===== src/rtl/iir_cascade_pkg.sv =====
// Shared types, tap numbering and helpers for the time-multiplexed biquad cascade.
// Saturation helper works on 64-bit signed values so any width up to 64 can be clamped.
package iir_cascade_pkg;

    typedef enum logic [1:0] {
        IDLE = 2'd0,
        MAC  = 2'd1,
        WB   = 2'd2,
        DONE = 2'd3
    } state_t;

    localparam logic [2:0] TAP_B1 = 3'd0;
    localparam logic [2:0] TAP_B2 = 3'd1;
    localparam logic [2:0] TAP_B3 = 3'd2;
    localparam logic [2:0] TAP_A2 = 3'd3;
    localparam logic [2:0] TAP_A3 = 3'd4;
    localparam int         NUM_TAPS = 5;

    // Pass-through reset value: b1 = 1.0 in the coefficient's Q format, all other taps 0.
    function automatic longint coef_reset_val(input int tap, input int frac);
        return (tap == int'(TAP_B1)) ? (64'sd1 <<< frac) : 64'sd0;
    endfunction

    function automatic logic signed [63:0] sat_s(input logic signed [63:0] v, input int w);
        logic signed [63:0] hi;
        logic signed [63:0] lo;
        hi = (64'sd1 <<< (w - 1)) - 64'sd1;
        lo = -(64'sd1 <<< (w - 1));
        if (v > hi)
            return hi;
        else if (v < lo)
            return lo;
        return v;
    endfunction

endpackage


===== src/rtl/iir_cascade_coef.sv =====
// Runtime-writable coefficient register file, 5 taps per section, reset to pass-through.
// Read is combinational by (section, tap) so the MAC sees the value stored before any same-cycle write.
module iir_coef_bank
    import iir_cascade_pkg::*;
#(
    parameter int N_SECTIONS = 2,
    parameter int COEF_W     = 18,
    parameter int COEF_FRAC  = 16,
    parameter int SEC_W      = 1,
    parameter int ADDR_W     = $clog2(5*N_SECTIONS)
) (
    input  logic                     clk,
    input  logic                     i_rst,
    input  logic                     i_we,
    input  logic [ADDR_W-1:0]        i_addr,
    input  logic [COEF_W-1:0]        i_wdata,
    input  logic [SEC_W-1:0]         i_sec,
    input  logic [2:0]               i_tap,
    output logic signed [COEF_W-1:0] o_coef
);
    localparam int NUM_COEF = NUM_TAPS * N_SECTIONS;

    logic [NUM_COEF-1:0][COEF_W-1:0] r_coef;
    logic [ADDR_W-1:0]               w_idx;

    assign w_idx  = ADDR_W'(i_sec) * ADDR_W'(NUM_TAPS) + ADDR_W'(i_tap);
    assign o_coef = r_coef[w_idx];

    always_ff @(posedge clk) begin
        if (i_rst) begin
            for (int i = 0; i < NUM_COEF; i++)
                r_coef[i] <= COEF_W'(coef_reset_val(i % NUM_TAPS, COEF_FRAC));
        end else if (i_we && (int'(i_addr) < NUM_COEF)) begin
            r_coef[i_addr] <= i_wdata;
        end
    end

endmodule


===== src/rtl/iir_cascade.sv =====
// Cascade of direct-form-I biquads sharing one MAC: 5 MAC cycles plus one writeback per section.
// Rounds half-up, saturates each section to STATE_W and the final output to DATA_W.
module iir_cascade
    import iir_cascade_pkg::*;
#(
    parameter int N_SECTIONS = 2,
    parameter int DATA_W     = 16,
    parameter int COEF_W     = 18,
    parameter int COEF_FRAC  = 16,
    parameter int STATE_W    = 21
) (
    input  logic                              clk,
    input  logic                              i_rst,
    input  logic                              i_valid,
    input  logic [DATA_W-1:0]                 i_sample,
    input  logic                              i_bypass,
    input  logic                              i_clear,
    input  logic                              i_coef_we,
    input  logic [$clog2(5*N_SECTIONS)-1:0]   i_coef_addr,
    input  logic [COEF_W-1:0]                 i_coef_data,
    output logic                              o_busy,
    output logic                              o_valid,
    output logic [DATA_W-1:0]                 o_sample,
    output logic                              o_overrun,
    output logic                              o_sat
);
    localparam int ADDR_W = $clog2(5*N_SECTIONS);
    localparam int SEC_W  = (N_SECTIONS > 1) ? $clog2(N_SECTIONS) : 1;
    localparam int PROD_W = STATE_W + COEF_W;
    localparam int ACC_W  = STATE_W + COEF_W + 3;

    state_t r_state, w_next;

    logic [SEC_W-1:0]                     r_sec;
    logic [2:0]                           r_tap;
    logic signed [ACC_W-1:0]              r_acc;
    logic signed [STATE_W-1:0]            r_xin;
    logic [DATA_W-1:0]                    r_sample_in;
    logic                                 r_bypass;
    logic [N_SECTIONS-1:0][STATE_W-1:0]   r_x1, r_x2, r_y1, r_y2;
    logic                                 r_valid, r_overrun, r_sat;
    logic [DATA_W-1:0]                    r_sample;

    logic signed [COEF_W-1:0]  w_coef;
    logic signed [STATE_W-1:0] w_op;
    logic signed [PROD_W-1:0]  w_prod;
    logic signed [ACC_W-1:0]   w_prod_ext, w_acc_next;
    logic signed [63:0]        w_round, w_shift, w_y64, w_y_ext, w_out64;
    logic signed [STATE_W-1:0] w_y;
    logic                      w_ysat, w_osat, w_last;

    iir_coef_bank #(
        .N_SECTIONS(N_SECTIONS),
        .COEF_W    (COEF_W),
        .COEF_FRAC (COEF_FRAC),
        .SEC_W     (SEC_W),
        .ADDR_W    (ADDR_W)
    ) u_coef (
        .clk    (clk),
        .i_rst  (i_rst),
        .i_we   (i_coef_we),
        .i_addr (i_coef_addr),
        .i_wdata(i_coef_data),
        .i_sec  (r_sec),
        .i_tap  (r_tap),
        .o_coef (w_coef)
    );

    assign w_last = (r_sec == SEC_W'(N_SECTIONS - 1));

    always_comb begin
        w_op = '0;
        case (r_tap)
            TAP_B1:  w_op = r_xin;
            TAP_B2:  w_op = r_x1[r_sec];
            TAP_B3:  w_op = r_x2[r_sec];
            TAP_A2:  w_op = r_y1[r_sec];
            TAP_A3:  w_op = r_y2[r_sec];
            default: w_op = '0;
        endcase
    end

    // Feedback taps are subtracted so stored a2/a3 keep their textbook sign.
    assign w_prod     = w_op * w_coef;
    assign w_prod_ext = {{3{w_prod[PROD_W-1]}}, w_prod};
    assign w_acc_next = (r_tap >= TAP_A2) ? (r_acc - w_prod_ext) : (r_acc + w_prod_ext);

    assign w_round = {{(64-ACC_W){r_acc[ACC_W-1]}}, r_acc} + (64'sd1 <<< (COEF_FRAC - 1));
    assign w_shift = w_round >>> COEF_FRAC;
    assign w_y64   = sat_s(w_shift, STATE_W);
    assign w_ysat  = (w_y64 != w_shift);
    assign w_y     = w_y64[STATE_W-1:0];
    assign w_y_ext = {{(64-STATE_W){w_y[STATE_W-1]}}, w_y};
    assign w_out64 = sat_s(w_y_ext, DATA_W);
    assign w_osat  = (w_out64 != w_y_ext);

    always_ff @(posedge clk) begin
        if (i_rst)
            r_state <= IDLE;
        else
            r_state <= w_next;
    end

    always_comb begin
        w_next = r_state;
        case (r_state)
            IDLE:    if (i_valid) w_next = MAC;
            MAC:     if (r_tap == TAP_A3) w_next = WB;
            WB:      w_next = w_last ? DONE : MAC;
            DONE:    w_next = IDLE;
            default: w_next = IDLE;
        endcase
    end

    always_ff @(posedge clk) begin
        if (i_rst) begin
            r_sec       <= '0;
            r_tap       <= '0;
            r_acc       <= '0;
            r_xin       <= '0;
            r_sample_in <= '0;
            r_bypass    <= 1'b0;
            r_x1        <= '0;
            r_x2        <= '0;
            r_y1        <= '0;
            r_y2        <= '0;
            r_valid     <= 1'b0;
            r_overrun   <= 1'b0;
            r_sat       <= 1'b0;
            r_sample    <= '0;
        end else begin
            r_valid   <= 1'b0;
            r_overrun <= i_valid && (r_state != IDLE);
            case (r_state)
                IDLE: begin
                    if (i_valid) begin
                        r_acc       <= '0;
                        r_sec       <= '0;
                        r_tap       <= '0;
                        r_xin       <= {{(STATE_W-DATA_W){i_sample[DATA_W-1]}}, i_sample};
                        r_sample_in <= i_sample;
                        r_bypass    <= i_bypass;
                    end
                end
                MAC: begin
                    r_acc <= w_acc_next;
                    r_tap <= (r_tap == TAP_A3) ? 3'd0 : r_tap + 3'd1;
                end
                WB: begin
                    r_acc <= '0;
                    r_tap <= '0;
                    r_xin <= w_y;
                    if (!r_bypass) begin
                        r_x2[r_sec] <= r_x1[r_sec];
                        r_x1[r_sec] <= r_xin;
                        r_y2[r_sec] <= r_y1[r_sec];
                        r_y1[r_sec] <= w_y;
                        if (w_ysat || (w_last && w_osat))
                            r_sat <= 1'b1;
                    end
                    if (w_last) begin
                        r_valid  <= 1'b1;
                        r_sample <= r_bypass ? r_sample_in : w_out64[DATA_W-1:0];
                    end else begin
                        r_sec <= r_sec + SEC_W'(1);
                    end
                end
                default: ;
            endcase
            // Clear overrides any same-cycle history shift or saturation flag.
            if (i_clear) begin
                r_x1  <= '0;
                r_x2  <= '0;
                r_y1  <= '0;
                r_y2  <= '0;
                r_sat <= 1'b0;
            end
        end
    end

    assign o_busy    = (r_state != IDLE);
    assign o_valid   = r_valid;
    assign o_sample  = r_sample;
    assign o_overrun = r_overrun;
    assign o_sat     = r_sat;

endmodule


===== config.mk =====
export PLATFORM = sky130hd
export DESIGN_NAME = iir_cascade
export DESIGN_NICKNAME = d
export VERILOG_FILES = /design/src/rtl/iir_cascade_pkg.sv /design/src/rtl/iir_cascade_coef.sv /design/src/rtl/iir_cascade.sv
export SDC_FILE = /design/constraint.sdc
export NUM_CORES = 2
export LEC_CHECK = 0
export CAP_MARGIN = 5
export CORE_ASPECT_RATIO = 1.75
export CORE_MARGIN = 4
export CORE_UTILIZATION = 35
export CTS_BUF_LIST = sky130_fd_sc_hd__clkbuf_8
export DETAILED_ROUTE_END_ITERATION = 8
export MAX_ROUTING_LAYER = met4
export SYNTH_ARGS = -nofsm -noshare
export SYNTH_HDL_FRONTEND = slang
export SYNTH_SLANG_ARGS = --single-unit

===== constraint.sdc =====
create_clock -name clk -period 23.8 [get_ports clk]
set_input_delay 4.76 -clock clk [delete_from_list [all_inputs] [get_ports clk]]
set_output_delay 4.76 -clock clk [all_outputs]
set_load 0.05 [all_outputs]

==> impl_metrics.yaml <==
outcome:
  status: "complete, no violations"
global_routing:
  antenna_found_initial: 1
  grt_usage: 0.2133
  use_met2: 0.4082
  grt.busiest_layer: "met2"
  first_global_vias: 31870
  grt-ovfl-total: 0
  grt_pass1_wl_um: 179500
  grt_max_degree: 99
  grtUsageMet1: 0.2026
  met3_usage: 0.03041
clocking:
  cts-root-buf: "clkbuf_8"
  cts_tree: "done"
  clk_pin_slew_ns: 0.07
  clockBufferDepth: 3
  cts_resized: 0
  clock-sinks: 453
  numCtsBuffers: 72
  post_cts.repair.setup_buffers: 0
  cts_max_level: 3
  clock_latency_ns: 0.74
  ctsHoldBuffers: 0
logic_synthesis:
  ys.flop_type: "dfxtp_1"
  synthesis.area_sq_um: 36890
  yosys_warnings: 0
  ys_types: 90
  synthTopCellsByArea: "dfxtp_1 25%, fa_1 21%, nand2_1 9.4%"
  ys_async_sr_fraction: 0
  synth_most_common_cell: "nand2_1"
  synth_area_leader_cell: "dfxtp_1"
  syn_inst: 4533
  synth_top_cell_area_share: 0.2459
  synth_seq_area_share: 0.2459
  synth_common_cells: "925 x nand2_1, 509 x inv_1, 454 x a21oi_1, 453 x dfxtp_1, 378 x fa_1"
  synth_seq_cells: 453
  synthesis.nets: 5106
  syn_area_per_cell_sq_um: 8.137
  synth_edf_count: 0
placement:
  dpl.cell_count: 5739
  gp_congestion: 0.9249
  placed_area_sq_um: 38850
  port-buffer-count: 63
  dp_hpwl_um: 87930
route:
  drc: 0
  wl_um: 116900
  drt-initial-drc-count: 2073
  routed_via_density: 5.320
  ant_nets: 0
  vias: 31210
  avgRoutedWirePerCell_um: 19.93
  dr.pass1.iters: 9
worst_hold_path:
  whs_endpoint: "r_x2[23]"
  hold_start: "r_x1[23]"
  hold_path_class: "flop to flop"
  whs_path_depth: 2
timing:
  hold_viol: 0
  layout_min_cycle_time_ns: 13.69
  fin_skew_ns: 0.04311
  slew_headroom: 0.1837
  slew_violations: 0
  clock.fmax_mhz: 73.06
  rsz0062_at_grt: "no"
  setup_viol: 0
  worstMarginPinSlew_ns: 1.219
  finalCritPeriodShare: 0.5751
  finalSetupTns_ns: 0
setup_path:
  worst-path-buf-inv: 6
  cp-start-kind: "flop"
  cp.required_ns: 24.41
  crit_top_cell: "fa_1"
  end_kind: "flop"
  critPathMaxStageDelay_ns: 0.87
  crit_path_top_delay_cell: "o32a_1"
  r2r_cells: 40
  timing.rr.end: "r_acc[41]"
  cp_top_family: "compound AO/OA/AOI/OAI gates"
  reg2reg_slack_ns: 10.11
  crit_type: "flop to flop"
  worstPathArrival_ns: 14.30
  r2r_start: "r_sec"
  cp_max_fo: 38
floorplanning:
  io_pins: 64
  core-area_sq_um: 104700
  initial_core_util: 0.3523
  die_h_um: 437.5
  die_w_um: 253.4
  fp-row-count: 157
  die-area_sq_um: 110900
flow_run:
  cap_violations: 0
cells_and_area:
  instances_no_fill: 5866
  final_nets: 5035
  areaGrowthSynthToFinish_pct: 9.413
  stdcell_area_sq_um: 40360
  drive_gt1_frac: 0.06801
pwr:
  power_leakage_nw: 16.11
  pwr_density_cell_nw_per_um2: 56.26
  ir_drop_mv: 0.04987
-- area by class of cell --
cell class	count	area, sq um
antenna	1	2.502
tap	1351	1690
fill	10790	64340
timing repair buffer	127	1115
multi-input combinational	3298	25060
sequential	453	9072
inverter	510	1914
clock inverter	38	289.0
clock buffer	88	1211
-- sequential cells by signal, summed over array words and instances, names as in the netlist, 2 cells and up --
| name | count |
|---|---|
| r_tap | 3 |
| r_sample_in | 16 |
| u_coef.r_coef | 180 |
| r_x2 | 42 |
| r_acc | 42 |
| o_sample | 16 |
| r_state | 2 |
| r_xin | 21 |
| r_y2 | 42 |
| r_x1 | 42 |
| r_y1 | 42 |
-- routing by layer --
| metal | vias to the layer above | wire length [um] |
|---|---|---|
| li1 | 14640 | - |
| met1 | 15400 | 39730 |
| met2 | 842 | 65310 |
| met3 | 328 | 4868 |
| met4 | 0 | 7006 |
| met5 | - | 0 |
-- worst max-delay path by stage --
stage,start,to,depth (start not counted)
after floorplan,r_tap[0],r_acc[41],44
after global placement,r_sec,r_acc[41],36
after detailed placement,r_sec,r_acc[41],41
after CTS,r_sec,r_acc[41],41
after global routing,r_sec,r_acc[41],40
final,r_sec,r_acc[41],40
-- per-stage QoR --
| step | hold slack [ns] | setup WS [ns] | utilization | power (mW) |
|---|---|---|---|---|
| after floorplan | 0.4311 | 11.69 | - | 1.331 |
| after global placement | 0.4375 | 10.42 | 0.3711 | 1.557 |
| after detailed placement | 0.4430 | 10.23 | 0.3711 | 1.566 |
| after CTS | 0.4421 | 10.19 | 0.3854 | 2.285 |
| after global routing | 0.4569 | 9.372 | 0.3855 | 2.380 |
| final | 0.4446 | 10.11 | 0.3855 | 2.271 |
-- power breakdown --
| group | switching (mW) | internal, mW | leakage [nW] |
|---|---|---|---|
| registers | 0.0332 | 0.781 | 3.66 |
| logic | 0.478 | 0.262 | 11.6 |
| clock network | 0.345 | 0.371 | 0.842 |
| total | 0.856 | 1.41 | 16.1 |
-- kinds of logic (layout without fill, tap and decap cells) --
| logic type | count (synthesis) | after routing | share of synthesized area |
|---|---|---|---|
| and+or+nand+nor | 1612 | 1612 | 0.1896 |
| AOI/OAI and AO/OA | 908 | 908 | 0.1517 |
| buffers and inverters | 782 | 763 | 0.07978 |
| adders and majority gates | 529 | 529 | 0.2564 |
| DFF | 453 | 453 | 0.2459 |
| muxes | 127 | 127 | 0.04729 |
| xor gates and xnor gates | 122 | 122 | 0.02938 |
| other | 0 | 1 | 0 |
-- placed cells by master, fill, tap and decap left out, drive strengths merged, types with 41 or more instances in the layout --
| master | instances |
|---|---|
| nand2 | 925 |
| inv | 535 |
| a21oi | 455 |
| dfxtp | 453 |
| fa | 378 |
| nor2 | 322 |
| ha | 151 |
| o21ai | 103 |
| clkbuf | 89 |
| mux2i | 73 |
| xnor2 | 66 |
| buf | 64 |
| clkdlybuf4s50 | 62 |
| nor2b | 62 |
| a211oi | 62 |
| xor2 | 56 |
| nand2b | 47 |
| a22oi | 46 |
| nand3 | 41 |
-- worst register-to-register path, delay by kind of cell, from the launching register on --
family / cells / cell delay [ns]
AOI/OAI and AO/OA: 12 / 4.54
adders and majority gates: 10 / 4.13
and+or+nand+nor: 10 / 3.01
buffers and inverters: 6 / 0.80
DFF: 1 / 0.69
xor gates and xnor gates: 2 / 0.37
Power figures use the tool's default switching activity.
